$ cat src/rtl/touch_pkg.sv
// Shared types and defaults for the capacitive touch-pad front end.
package touch_pkg;

    // Number of touch pads handled by touch_sense.
    localparam int unsigned NUM_PADS = 2;

    // 10 ms debounce and 1 s long-press at a 48 MHz system clock.
    localparam int unsigned DEBOUNCE_CYCLES_DEF = 480000;
    localparam int unsigned LONG_CYCLES_DEF     = 48000000;

    // Per-channel press tracking state.
    typedef enum logic [2:0] {
        StIdle,
        StDebPress,
        StHeld,
        StLongHeld,
        StDebRelease
    } touch_state_e;

endpackage

$ cat src/rtl/touch_channel.sv
// One touch pad: input synchronizer, debounce/hold FSM and registered event outputs.
module touch_channel
    import touch_pkg::*;
#(
    parameter int unsigned DEBOUNCE_CYCLES = DEBOUNCE_CYCLES_DEF,
    parameter int unsigned LONG_CYCLES     = LONG_CYCLES_DEF
) (
    input  logic clk_i,
    input  logic rst_i,
    input  logic touch_n_i,
    output logic pressed_o,
    output logic press_pulse_o,
    output logic release_pulse_o,
    output logic short_pulse_o,
    output logic long_pulse_o,
    output logic toggle_o
);

    localparam int unsigned DebW = $clog2(DEBOUNCE_CYCLES);
    localparam int unsigned HoldW = $clog2(LONG_CYCLES);
    localparam logic [DebW-1:0] DebLast = DebW'(DEBOUNCE_CYCLES - 1);
    localparam logic [HoldW-1:0] HoldLast = HoldW'(LONG_CYCLES - 1);

    logic [1:0]       sync_q;
    logic             in_n;
    touch_state_e     state_q, state_d;
    logic [DebW-1:0]  deb_cnt_q, deb_cnt_d;
    logic [HoldW-1:0] hold_cnt_q, hold_cnt_d;
    // Remembers whether a release debounce interrupted a press that already went long.
    logic             ret_long_q, ret_long_d;

    logic ev_press_d, ev_release_d, ev_short_d, ev_long_d;
    logic ev_press_q, ev_release_q, ev_short_q, ev_long_q;

    logic pressed_q, press_pulse_q, release_pulse_q, short_pulse_q, long_pulse_q, toggle_q;

    // Two-flop synchronizer; idles high so reset looks like an untouched pad.
    always_ff @(posedge clk_i) begin
        if (rst_i) begin
            sync_q <= 2'b11;
        end else begin
            sync_q <= {sync_q[0], touch_n_i};
        end
    end

    assign in_n = sync_q[1];

    // Next-state, counter and event decode.
    always_comb begin
        state_d      = state_q;
        deb_cnt_d    = deb_cnt_q;
        hold_cnt_d   = hold_cnt_q;
        ret_long_d   = ret_long_q;
        ev_press_d   = 1'b0;
        ev_release_d = 1'b0;
        ev_short_d   = 1'b0;
        ev_long_d    = 1'b0;
        unique case (state_q)
            StIdle: begin
                if (!in_n) begin
                    state_d   = StDebPress;
                    deb_cnt_d = '0;
                end
            end
            StDebPress: begin
                if (in_n) begin
                    state_d = StIdle;
                end else if (deb_cnt_q == DebLast) begin
                    state_d    = StHeld;
                    hold_cnt_d = '0;
                    ev_press_d = 1'b1;
                end else begin
                    deb_cnt_d = deb_cnt_q + 1'b1;
                end
            end
            StHeld: begin
                if (in_n) begin
                    state_d    = StDebRelease;
                    deb_cnt_d  = '0;
                    ret_long_d = 1'b0;
                end else if (hold_cnt_q == HoldLast) begin
                    state_d   = StLongHeld;
                    ev_long_d = 1'b1;
                end else begin
                    hold_cnt_d = hold_cnt_q + 1'b1;
                end
            end
            StLongHeld: begin
                if (in_n) begin
                    state_d    = StDebRelease;
                    deb_cnt_d  = '0;
                    ret_long_d = 1'b1;
                end
            end
            StDebRelease: begin
                // Hold count is left untouched so a rejected release resumes the press.
                if (!in_n) begin
                    state_d = ret_long_q ? StLongHeld : StHeld;
                end else if (deb_cnt_q == DebLast) begin
                    state_d      = StIdle;
                    ev_release_d = 1'b1;
                    ev_short_d   = !ret_long_q;
                end else begin
                    deb_cnt_d = deb_cnt_q + 1'b1;
                end
            end
            default: begin
                state_d = StIdle;
            end
        endcase
    end

    // FSM state, counters and the one-cycle event stage.
    always_ff @(posedge clk_i) begin
        if (rst_i) begin
            state_q      <= StIdle;
            deb_cnt_q    <= '0;
            hold_cnt_q   <= '0;
            ret_long_q   <= 1'b0;
            ev_press_q   <= 1'b0;
            ev_release_q <= 1'b0;
            ev_short_q   <= 1'b0;
            ev_long_q    <= 1'b0;
        end else begin
            state_q      <= state_d;
            deb_cnt_q    <= deb_cnt_d;
            hold_cnt_q   <= hold_cnt_d;
            ret_long_q   <= ret_long_d;
            ev_press_q   <= ev_press_d;
            ev_release_q <= ev_release_d;
            ev_short_q   <= ev_short_d;
            ev_long_q    <= ev_long_d;
        end
    end

    // Registered user-facing outputs, driven one cycle after the state transition.
    always_ff @(posedge clk_i) begin
        if (rst_i) begin
            pressed_q       <= 1'b0;
            press_pulse_q   <= 1'b0;
            release_pulse_q <= 1'b0;
            short_pulse_q   <= 1'b0;
            long_pulse_q    <= 1'b0;
            toggle_q        <= 1'b0;
        end else begin
            if (ev_press_q) begin
                pressed_q <= 1'b1;
            end else if (ev_release_q) begin
                pressed_q <= 1'b0;
            end
            press_pulse_q   <= ev_press_q;
            release_pulse_q <= ev_release_q;
            short_pulse_q   <= ev_short_q;
            long_pulse_q    <= ev_long_q;
            toggle_q        <= toggle_q ^ ev_short_q;
        end
    end

    assign pressed_o       = pressed_q;
    assign press_pulse_o   = press_pulse_q;
    assign release_pulse_o = release_pulse_q;
    assign short_pulse_o   = short_pulse_q;
    assign long_pulse_o    = long_pulse_q;
    assign toggle_o        = toggle_q;

endmodule

$ cat src/rtl/touch_sense.sv
// Touch-pad front end: one independent touch_channel per pad, wiring only.
module touch_sense
    import touch_pkg::*;
#(
    parameter int unsigned DEBOUNCE_CYCLES = DEBOUNCE_CYCLES_DEF,
    parameter int unsigned LONG_CYCLES     = LONG_CYCLES_DEF
) (
    input  logic                clk,
    input  logic                rst,
    input  logic [NUM_PADS-1:0] touch_n,
    output logic [NUM_PADS-1:0] pressed,
    output logic [NUM_PADS-1:0] press_pulse,
    output logic [NUM_PADS-1:0] release_pulse,
    output logic [NUM_PADS-1:0] short_pulse,
    output logic [NUM_PADS-1:0] long_pulse,
    output logic [NUM_PADS-1:0] toggle
);

    for (genvar i = 0; i < NUM_PADS; i++) begin : g_pad
        touch_channel #(
            .DEBOUNCE_CYCLES (DEBOUNCE_CYCLES),
            .LONG_CYCLES     (LONG_CYCLES)
        ) u_channel (
            .clk_i           (clk),
            .rst_i           (rst),
            .touch_n_i       (touch_n[i]),
            .pressed_o       (pressed[i]),
            .press_pulse_o   (press_pulse[i]),
            .release_pulse_o (release_pulse[i]),
            .short_pulse_o   (short_pulse[i]),
            .long_pulse_o    (long_pulse[i]),
            .toggle_o        (toggle[i])
        );
    end

endmodule

$ cat config.mk
export PLATFORM = sky130hd
export DESIGN_NAME = touch_sense
export DESIGN_NICKNAME = d
export VERILOG_FILES = /design/src/rtl/touch_pkg.sv /design/src/rtl/touch_channel.sv /design/src/rtl/touch_sense.sv
export SDC_FILE = /design/constraint.sdc
export NUM_CORES = 1
export LEC_CHECK = 0
export ABC_CLOCK_PERIOD_IN_PS = 6500
export CAP_MARGIN = 40
export CORE_AREA = 8 8 133 135
export DETAILED_ROUTE_END_ITERATION = 7
export DIE_AREA = 0 0 141 143
export SYNTH_ARGS = -nofsm -noshare
export SYNTH_HDL_FRONTEND = slang
export SYNTH_HIERARCHICAL = 1
export SYNTH_SLANG_ARGS = --single-unit
$ cat constraint.sdc
create_clock -name clk -period 6.5 [get_ports clk]
set_clock_uncertainty 0.2 [all_clocks]
set_input_delay 1.3 -clock clk [delete_from_list [all_inputs] [get_ports clk]]
set_output_delay 1.3 -clock clk [all_outputs]
set_load 0.05 [all_outputs]
==> results.json, run 1 <==
{
  "area_growth_pct": 15.1,
  "final_common_cell": "dfxtp_1",
  "die_area_sq_um": 20200,
  "die_y_um": 143,
  "cts_root_buf": "clkbuf_16",
  "drt-wirelength-per-cell_um": 14.6,
  "ys_warn_count": 6,
  "critPathLaunchType": "input pin",
  "io_buffers": 15,
  "drv_cap": 0,
  "core_area_sq_um": 15600,
  "hold-worst-slack_ns": 0.208,
  "drtPass1Iterations": 5,
  "fin_area_sq_um": 6980,
  "layout.nets": 775,
  "grt_usage_pct": 14.6,
  "vias": 5705,
  "period_minus_slack_ns": 3.47,
  "p_leak_nw": 2.28,
  "cts_tree": "yes",
  "grt_pass1_wl_mm": 24.3,
  "power.density_nw_per_um2": 261,
  "wirelength_mm": 14.6,
  "rows": 46,
  "rsz0062_at_grt": "false",
  "post-route-period-util_pct": 53.4,
  "tightest_slew_ns": 0.814,
  "post-synth-top-area-cell": "dfxtp_1",
  "die_w_um": 141,
  "first_global_vias": 5172,
  "postCtsSetupBuffers": 0,
  "ios": 16,
  "vias_per_cell": 5.73,
  "avgSynthCellArea_sq_um": 7.87,
  "worst_slew_margin_rel_pct": 45.4,
  "first_iter_violations": 435,
  "synthDominantCellAreaShare_pct": 40.3,
  "gp_congestion": 0.793,
  "setup_viol": 0,
  "synth_nets": 778,
  "critPathMaxFanout": 37,
  "hpwl_mm": 9.75,
  "hold_buffers": 0,
  "status": "finished clean",
  "min_path_type": "flop to flop",
  "syn_area_sq_um": 6060,
  "synthTopCellsByArea": "dfxtp_1 40%, o21ai_1 6.3%, nand2_1 5.0%",
  "ctsResizeCount": 0,
  "ys_seq_elements": 122,
  "path_cells": "buf_2 > nor2_1 > nand2_1 > nor2_1 > and2_1 > nand2_1 > o31ai_1",
  "fillers": 1561,
  "pre_cts_slack_ns": 2.61,
  "grt_max_degree": 39,
  "slew_violations": 0,
  "synth_cells": 770,
  "initial_core_util_pct": 38.9,
  "timing_worst_setup_path_type": "input pin to flop",
  "antenna_cells": 0,
  "clk_latency_ns": 0.42,
  "place_area_sq_um": 6340,
  "synthArstFlopShare_pct": 0,
  "vdd_drop_max_mv": 0.205,
  "route.detailed.drc": 0,
  "synth_edf_count": 0,
  "max_clock_freq_mhz": 288,
  "grt-ovfl-total": 0,
  "crit_required_ns": 6.64,
  "ys_types": 48,
  "drive_gt1_share_pct": 7.44,
  "synth-seq-area-share_pct": 40.3,
  "fin_ws_ns": 3.03,
  "antenna_found_initial": 0,
  "critical_path_arrival_ns": 3.61,
  "setup-tns-final_ns": 0,
  "cpMaxStageDelayCell": "and2_1",
  "cts.sinks": 122,
  "numCtsBuffers": 17,
  "max-clock-path-buffers": 2,
  "end_kind": "flop",
  "clk_pin_slew_ns": 0.06,
  "layout_common_cells": "122 x dfxtp_1, 80 x nand2_1, 80 x nor2_1, 76 x o21ai_1, 52 x nand3_1",
  "antenna_left": 0,
  "htree_levels": 4,
  "slowest_delay_ns": 0.56,
  "synth_top_flop_cell": "dfxtp_1",
  "finalHoldViolations": 0
}
-- kinds of logic after synthesis --
logic type / after synthesis / share of synthesized area (%)
AND/OR/NAND/NOR: 360 / 31.7
AO/OA/AOI/OAI: 224 / 22.1
flip-flops: 122 / 40.3
buffers and inverters: 50 / 3.55
multiplexers: 6 / 0.991
XOR/XNOR: 4 / 0.578
adder cells (fa/ha/maj): 4 / 0.825
-- critical path: cells and delay by family --
family	cells	cell delay, ns
compound gates	1	0.22
buf+inv	1	0.34
simple gates	5	1.74
-- layout make-up --
cell class                 instances  area, sq um  area share, %
clock inverter                    15          213           3.05
tap                              216          270           3.87
clock buffer                      17          425           6.09
timing repair buffer              20          194           2.78
inverter                           8         30.0          0.430
sequential                       122         2440           35.0
multi-input combinational        598         3410           48.8
-- power breakdown --
part / internal, mW / switching, mW / leakage [nW] / total [mW]
registers: 0.749 / 0.00296 / 0.983 / 0.752
logic: 0.0104 / 0.0256 / 0.988 / 0.0361
clock network: 0.650 / 0.382 / 0.307 / 1.03
total: 1.41 / 0.410 / 2.28 / 1.82
-- path summary, 6_finish.rpt --
check	startpoint	slack, ns	cells past startpoint	end
worst max register to register	g_pad[1].u_channel/state_q[1]	3.40	6	g_pad[1].u_channel/hold_cnt_q[15]
worst min register to register	g_pad[1].u_channel/sync_q[0]	0.21	1	g_pad[1].u_channel/sync_q[1]
worst max-delay path	rst	3.03	7	g_pad[1].u_channel/hold_cnt_q[15]
worst min-delay path	g_pad[1].u_channel/sync_q[0]	0.21	1	g_pad[1].u_channel/sync_q[1]
-- synthesized netlist by cell type (10+ instances only) --
cell type	n
nor3_1	22
o31ai_1	10
nor2_1	80
and3_1	20
o21ai_0	14
dfxtp_1	122
o21ai_1	76
and2_1	12
nand4_1	12
a211oi_1	14
a311oi_1	12
nand2_1	80
nor2b_1	12
clkbuf_1	34
a31oi_1	34
nand3_1	52
a21oi_1	50
-- registers in the layout (all words and copies together), names as in the netlist --
| register | flops |
|---|---|
| g_pad.u_channel/ev_release_q | 2 |
| g_pad.u_channel/toggle_o | 2 |
| g_pad.u_channel/hold_cnt_q | 52 |
| g_pad.u_channel/release_pulse_o | 2 |
| g_pad.u_channel/pressed_o | 2 |
| g_pad.u_channel/ev_press_q | 2 |
| g_pad.u_channel/short_pulse_o | 2 |
| g_pad.u_channel/ev_short_q | 2 |
| g_pad.u_channel/sync_q | 4 |
| g_pad.u_channel/deb_cnt_q | 38 |
| g_pad.u_channel/state_q | 6 |
| g_pad.u_channel/ev_long_q | 2 |
| g_pad.u_channel/press_pulse_o | 2 |
| g_pad.u_channel/ret_long_q | 2 |
| g_pad.u_channel/long_pulse_o | 2 |
-- through the flow --
step	std cells	total power, mW	utilization, %
global placement	960	0.802	40.4
finish	996	1.82	44.8
detailed placement	964	0.805	40.7
CTS	996	1.84	44.8
global route	996	1.88	44.8
floorplan	770	0.795	-
-- metal layers --
layer  GRT usage (%)  share of wire [%]  vias to the layer above
met4            4.69                1.1                        0
met1            17.4                 46                     2731
li1                -                  -                     2838
met2            24.8                 49                      118
met3            4.24                4.3                       18
met5               0                  0                        -
Power figures use the tool's default switching activity.
==> inputs of run 2 (changes only) <==
Settings changed: ABC_CLOCK_PERIOD_IN_PS 6500 to 3190.
Clock period 6.5 ns to 3.19 ns, I/O delays scaled along.
==> run 2 against run 1 <==
Wire length shrank 1.8%. Critical path type is now flop to flop. Global-route usage shrank 0.19 points. Sequential cell count is the same. Register-to-register slack lost 2.9 ns. Clock power grew 74%. Hold slack is essentially flat. First-iteration DRC count grew 0.92%. Core utilization shrank 0.23 points. Combinational power grew 110%. Non-clock buffer count grew 8. Total power grew 87%. Final area shrank 0.52%.
==> results.json, run 2 (same netlist as run 1, synthesis figures left out) <==
{
  "critPathMaxFanout": 15,
  "period_minus_slack_ns": 2.71,
  "critPathLaunchType": "flop",
  "die_y_um": 143,
  "gp_congestion": 0.797,
  "p_leak_nw": 2.29,
  "final_cells": 1002,
  "grt-ovfl-total": 0,
  "first_iter_violations": 439,
  "layout_common_cells": "122 x dfxtp_1, 80 x nand2_1, 80 x nor2_1, 76 x o21ai_1, 52 x nand3_1",
  "postCtsSetupBuffers": 0,
  "die_area_sq_um": 20200,
  "vdd_drop_max_mv": 0.399,
  "max_clock_freq_mhz": 369,
  "clk_pin_slew_ns": 0.05,
  "io_buffers": 15,
  "final_common_cell": "dfxtp_1",
  "rr_worst_depth": 6,
  "cts.sinks": 122,
  "max-clock-path-buffers": 2,
  "timing_worst_setup_path_type": "flop to flop",
  "hpwl_mm": 9.51,
  "vias": 5639,
  "cts_root_buf": "clkbuf_16",
  "worstReg2RegEnd": "g_pad[0].u_channel/hold_cnt_q[20]",
  "reg2reg_from": "g_pad[0].u_channel/hold_cnt_q[0]",
  "grt_pass1_wl_mm": 24.1,
  "setup_viol": 0,
  "power.density_nw_per_um2": 489,
  "clk_latency_ns": 0.41,
  "status": "finished clean",
  "grt_max_degree": 46,
  "core_area_sq_um": 15600,
  "ctsResizeCount": 0,
  "worstHoldPathCells": 1,
  "grt_usage_pct": 14.4,
  "setup-tns-final_ns": 0,
  "rows": 46,
  "die_w_um": 141,
  "htree_levels": 4,
  "wirelength_mm": 14.3,
  "min_path_type": "flop to flop",
  "numCtsBuffers": 17,
  "antenna_cells": 0,
  "drt-wirelength-per-cell_um": 14.3,
  "drive_gt1_share_pct": 8.14,
  "vias_per_cell": 5.63,
  "area_growth_pct": 14.5,
  "slew_violations": 0,
  "crit_required_ns": 3.28,
  "antenna_found_initial": 0,
  "critical_path_arrival_ns": 2.81,
  "antenna_left": 0,
  "fillers": 1524,
  "largest_reg_flops": 52,
  "initial_core_util_pct": 38.9,
  "layout.nets": 783,
  "drtPass1Iterations": 5,
  "worst_slew_margin_rel_pct": 43.3,
  "ff2ff_setup_slack_ns": 0.48,
  "tightest_slew_ns": 0.844,
  "regMostFlops": "g_pad.u_channel/hold_cnt_q",
  "hold_buffers": 0,
  "min-delay-start": "g_pad[1].u_channel/sync_q[0]",
  "first_global_vias": 4964,
  "route.detailed.drc": 0,
  "cts_tree": "yes",
  "finalHoldViolations": 0,
  "post-route-period-util_pct": 85.1,
  "rsz0062_at_grt": "false",
  "holdPathEnd": "g_pad[1].u_channel/sync_q[1]",
  "reg.largest.list": "g_pad.u_channel/hold_cnt_q (52), g_pad.u_channel/deb_cnt_q (38), g_pad.u_channel/state_q (6)",
  "end_kind": "flop",
  "ios": 16,
  "dp.cells": 972,
  "drv_cap": 0
}
## run 2: cell type report
| cell class | instances | area (sq um) | area share [%] |
|---|---|---|---|
| well taps | 216 | 270 | 3.89 |
| multi-input cells | 598 | 3410 | 49.0 |
| clock inverters | 9 | 72.6 | 1.05 |
| inverters | 8 | 30.0 | 0.432 |
| repair buffers | 28 | 243 | 3.50 |
| clock buffers | 21 | 480 | 6.92 |
| flip-flops and latches | 122 | 2440 | 35.2 |
## run 2: critical path: stages (launching register included)
cell and delay [ns]:
dfxtp_1 0.38, ha_1 0.21, nand3_1 0.18, nor4_2 0.55, nand4_4 0.28, and2_1 0.42
a221o_1 0.37
## run 2: stage by stage
stage | hold WS, ns | cell area, sq um | setup slack, ns | util (%) | power [mW]
global placement | 0.193 | 6390 | 0.542 | 41.0 | 1.64
floorplan | 0.189 | 6060 | 0.835 | - | 1.62
global route | 0.221 | 6940 | 0.235 | 44.5 | 3.52
finish | 0.208 | 6940 | 0.477 | 44.5 | 3.40
CTS | 0.208 | 6940 | 0.456 | 44.5 | 3.44
detailed placement | 0.196 | 6390 | 0.487 | 41.0 | 1.64
## run 2: worst max path at each step
stage / from / end / slack, ns / cells after the start
2_1_floorplan: g_pad[0].u_channel/deb_cnt_q[0] / g_pad[0].u_channel/deb_cnt_q[7] / 0.84 / 11
3_3_place_gp: g_pad[0].u_channel/hold_cnt_q[0] / g_pad[0].u_channel/hold_cnt_q[20] / 0.54 / 6
3_5_place_dp: g_pad[0].u_channel/hold_cnt_q[0] / g_pad[0].u_channel/hold_cnt_q[20] / 0.49 / 6
4_1_cts: g_pad[0].u_channel/hold_cnt_q[0] / g_pad[0].u_channel/hold_cnt_q[20] / 0.46 / 6
5_1_grt: g_pad[0].u_channel/hold_cnt_q[0] / g_pad[0].u_channel/hold_cnt_q[20] / 0.23 / 6
6_report: g_pad[0].u_channel/hold_cnt_q[0] / g_pad[0].u_channel/hold_cnt_q[20] / 0.48 / 6
## run 2: layer usage
layer | up-vias | part of all wire, % | global-route usage (%)
li1 | 2844 | - | -
met1 | 2674 | 49 | 19.0
met2 | 112 | 46 | 22.5
met3 | 9 | 4.1 | 4.07
met4 | 0 | 0.76 | 3.85
met5 | - | 0 | 0
## run 2: where the power goes
group / internal, mW / leakage, nW / total (mW) / switching (mW)
combinational: 0.0227 / 1.02 / 0.0762 / 0.0534
sequential: 1.53 / 0.983 / 1.53 / 0.00543
clock: 1.13 / 0.280 / 1.79 / 0.656
==> inputs of run 3 (changes only) <==
Settings changed: CORE_AREA 8 8 133 135 to 3 3 129 131, DIE_AREA 0 0 141 143 to 0 0 132 134, MAX_ROUTING_LAYER set to met4, SYNTH_HIERARCHICAL 1 to unset.
==> run 3 against run 2 <==
Sequential cell count did not move. First-iteration DRC count rose by 6.6%. Wire length fell by 1.6%. Critical path depth rose by 1. Die area fell by 12%. Sequential share of layout area fell by 0.12 points. Register-to-register slack got worse by 0.02 ns. Combinational power fell by 10%. Clock power barely moved. Via count fell by 1.5%.
==> results.json, run 3 <==
{
  "slew_violations": 0,
  "core_area_sq_um": 15700,
  "post-synth-top-area-cell": "dfxtp_1",
  "drv_cap": 0,
  "initial_core_util_pct": 39.2,
  "cts.sinks": 122,
  "vdd_drop_max_mv": 0.404,
  "drtPass1Iterations": 6,
  "crit_start": "g_pad[0].u_channel.state_q[1]",
  "holdPathEnd": "g_pad[1].u_channel.sync_q[1]",
  "min_path_type": "flop to flop",
  "setup-tns-final_ns": 0,
  "critical_path_arrival_ns": 2.87,
  "final_common_cell": "dfxtp_1",
  "worstReg2RegEnd": "g_pad[0].u_channel.hold_cnt_q[21]",
  "synthArstFlopShare_pct": 0,
  "timing_worst_setup_path_type": "flop to flop",
  "die_area_sq_um": 17700,
  "min-delay-start": "g_pad[1].u_channel.sync_q[0]",
  "synth-seq-area-share_pct": 39.6,
  "avgSynthCellArea_sq_um": 8.15,
  "vias_per_cell": 5.67,
  "worst_slew_margin_rel_pct": 49.9,
  "status": "finished clean",
  "ctsResizeCount": 0,
  "rows": 46,
  "critPathMaxFanout": 14,
  "synth_cells": 756,
  "regMostFlops": "g_pad.u_channel.hold_cnt_q",
  "ios": 16,
  "final_cells": 980,
  "clk_latency_ns": 0.42,
  "worstHoldPathCells": 1,
  "ys_seq_elements": 122,
  "hold_buffers": 0,
  "syn_area_sq_um": 6160,
  "route.detailed.drc": 0,
  "post-route-period-util_pct": 85.7,
  "layout_common_cells": "122 x dfxtp_1, 75 x nand2_1, 58 x nor2_1, 58 x o21ai_0, 57 x a21oi_1",
  "hold-worst-slack_ns": 0.210,
  "layout.nets": 761,
  "ys_warn_count": 0,
  "reg.largest.list": "g_pad.u_channel.hold_cnt_q (52), g_pad.u_channel.deb_cnt_q (38), g_pad.u_channel.state_q (6)",
  "tightest_slew_ns": 0.746,
  "htree_levels": 4,
  "clk_pin_slew_ns": 0.05,
  "finalHoldViolations": 0,
  "p_leak_nw": 2.26,
  "synth_top_flop_cell": "dfxtp_1",
  "max_clock_freq_mhz": 366,
  "power.density_nw_per_um2": 490,
  "grt-ovfl-total": 0,
  "antenna_left": 0,
  "drt-wirelength-per-cell_um": 14.4,
  "numCtsBuffers": 17,
  "postCtsSetupBuffers": 0,
  "rsz0062_at_grt": "false",
  "hpwl_mm": 9.43,
  "synth_nets": 764,
  "synth_common_cells": "122 x dfxtp_1, 75 x nand2_1, 58 x nor2_1, 58 x o21ai_0, 57 x a21oi_1",
  "antenna_found_initial": 0,
  "period_minus_slack_ns": 2.73,
  "grt_usage_pct": 16.7,
  "synthDominantCellAreaShare_pct": 39.6,
  "postLayoutCoreUtil_pct": 44.3,
  "die_w_um": 132,
  "ff2ff_setup_slack_ns": 0.46,
  "area_growth_pct": 13.1,
  "reg2reg_from": "g_pad[0].u_channel.state_q[1]",
  "fin_ws_ns": 0.456,
  "critPathLaunchType": "flop",
  "dp.cells": 950,
  "cts_root_buf": "clkbuf_16",
  "wirelength_mm": 14.1,
  "synth_edf_count": 0,
  "rr_worst_depth": 7,
  "cts_tree": "yes",
  "grt_max_degree": 36,
  "max-clock-path-buffers": 2,
  "end_kind": "flop",
  "antenna_cells": 0,
  "setup_viol": 0,
  "die_y_um": 134,
  "synthTopCellsByArea": "dfxtp_1 40%, o21ai_0 4.7%, a21oi_1 4.6%",
  "grt_pass1_wl_mm": 24.1,
  "ys_types": 68,
  "drive_gt1_share_pct": 8.38,
  "crit_required_ns": 3.33,
  "pre_cts_slack_ns": 0.443,
  "largest_reg_flops": 52,
  "synth.most_common_cell": "dfxtp_1",
  "vias": 5555,
  "io_buffers": 15,
  "gp_congestion": 0.865,
  "first_iter_violations": 468,
  "first_global_vias": 5156
}
[run 3: cell types whose count changed after synthesis, sizes merged, moves of 7 or more]
cell and delta:
o21ai -20, nor2 -19, buf +16, nand3 -16, a211oi -14, nand4 +13, xor2 +11, and4 +10
clkbuf -10, a311oi -9, a21oi +7
[run 3: kinds of logic after synthesis]
family          count (synthesis)  share of synthesized area, %
mux                             4                         0.650
xor+xnor                       21                          2.98
buf+inv                        57                          4.55
compound gates                198                          19.1
fa+ha+maj                       4                         0.812
flops                         122                          39.6
simple gates                  350                          32.3
[run 3: final cells by class]
type / instances / area [sq um]
Tap cell: 216 / 270
Multi-Input combinational cell: 577 / 3440
Inverter: 9 / 33.8
Clock buffer: 22 / 484
Timing Repair Buffer: 26 / 228
Clock inverter: 8 / 70.1
Fill cell: 1550 / 8740
Sequential cell: 122 / 2440
[run 3: metal layers]
metal	wire length, um	GRT usage (%)	vias up
li1	-	-	2788
met1	6760	21.2	2614
met2	6500	25.7	137
met3	605	3.83	16
met4	208	7.12	0
met5	0	-	-
[run 3: where the power goes]
part | switching, mW | total, mW | internal (mW) | leakage, nW
Clock | 0.673 | 1.81 | 1.14 | 0.273
Combinational | 0.0476 | 0.0686 | 0.0210 | 1.01
Sequential | 0.00651 | 1.54 | 1.53 | 0.983
Total | 0.728 | 3.41 | 2.68 | 2.26
[run 3: critical path: stages (launching register included)]
cell and delay (ns):
dfxtp_1 0.55, or3b_4 0.52, nor2_2 0.13, a21boi_4 0.31
nor2_2 0.08, buf_4 0.18, or4_1 0.51, a21oi_1 0.17
[run 3: stage by stage]
| stage | total power, mW | instance area (sq um) |
|---|---|---|
| CTS | 3.45 | 6970 |
| global route | 3.53 | 6970 |
| floorplan | 1.61 | 6160 |
| global placement | 1.64 | 6410 |
| finish | 3.41 | 6970 |
| detailed placement | 1.64 | 6410 |
[run 3: worst max-delay path by stage]
stage | slack [ns] | end | depth (start not counted)
floorplan | 0.74 | g_pad[1].u_channel.hold_cnt_q[6] | 8
global placement | 0.55 | g_pad[0].u_channel.hold_cnt_q[23] | 7
detailed placement | 0.44 | g_pad[0].u_channel.hold_cnt_q[21] | 7
CTS | 0.43 | g_pad[0].u_channel.hold_cnt_q[21] | 7
global route | 0.31 | g_pad[1].u_channel.hold_cnt_q[2] | 7
finish | 0.46 | g_pad[0].u_channel.hold_cnt_q[21] | 7
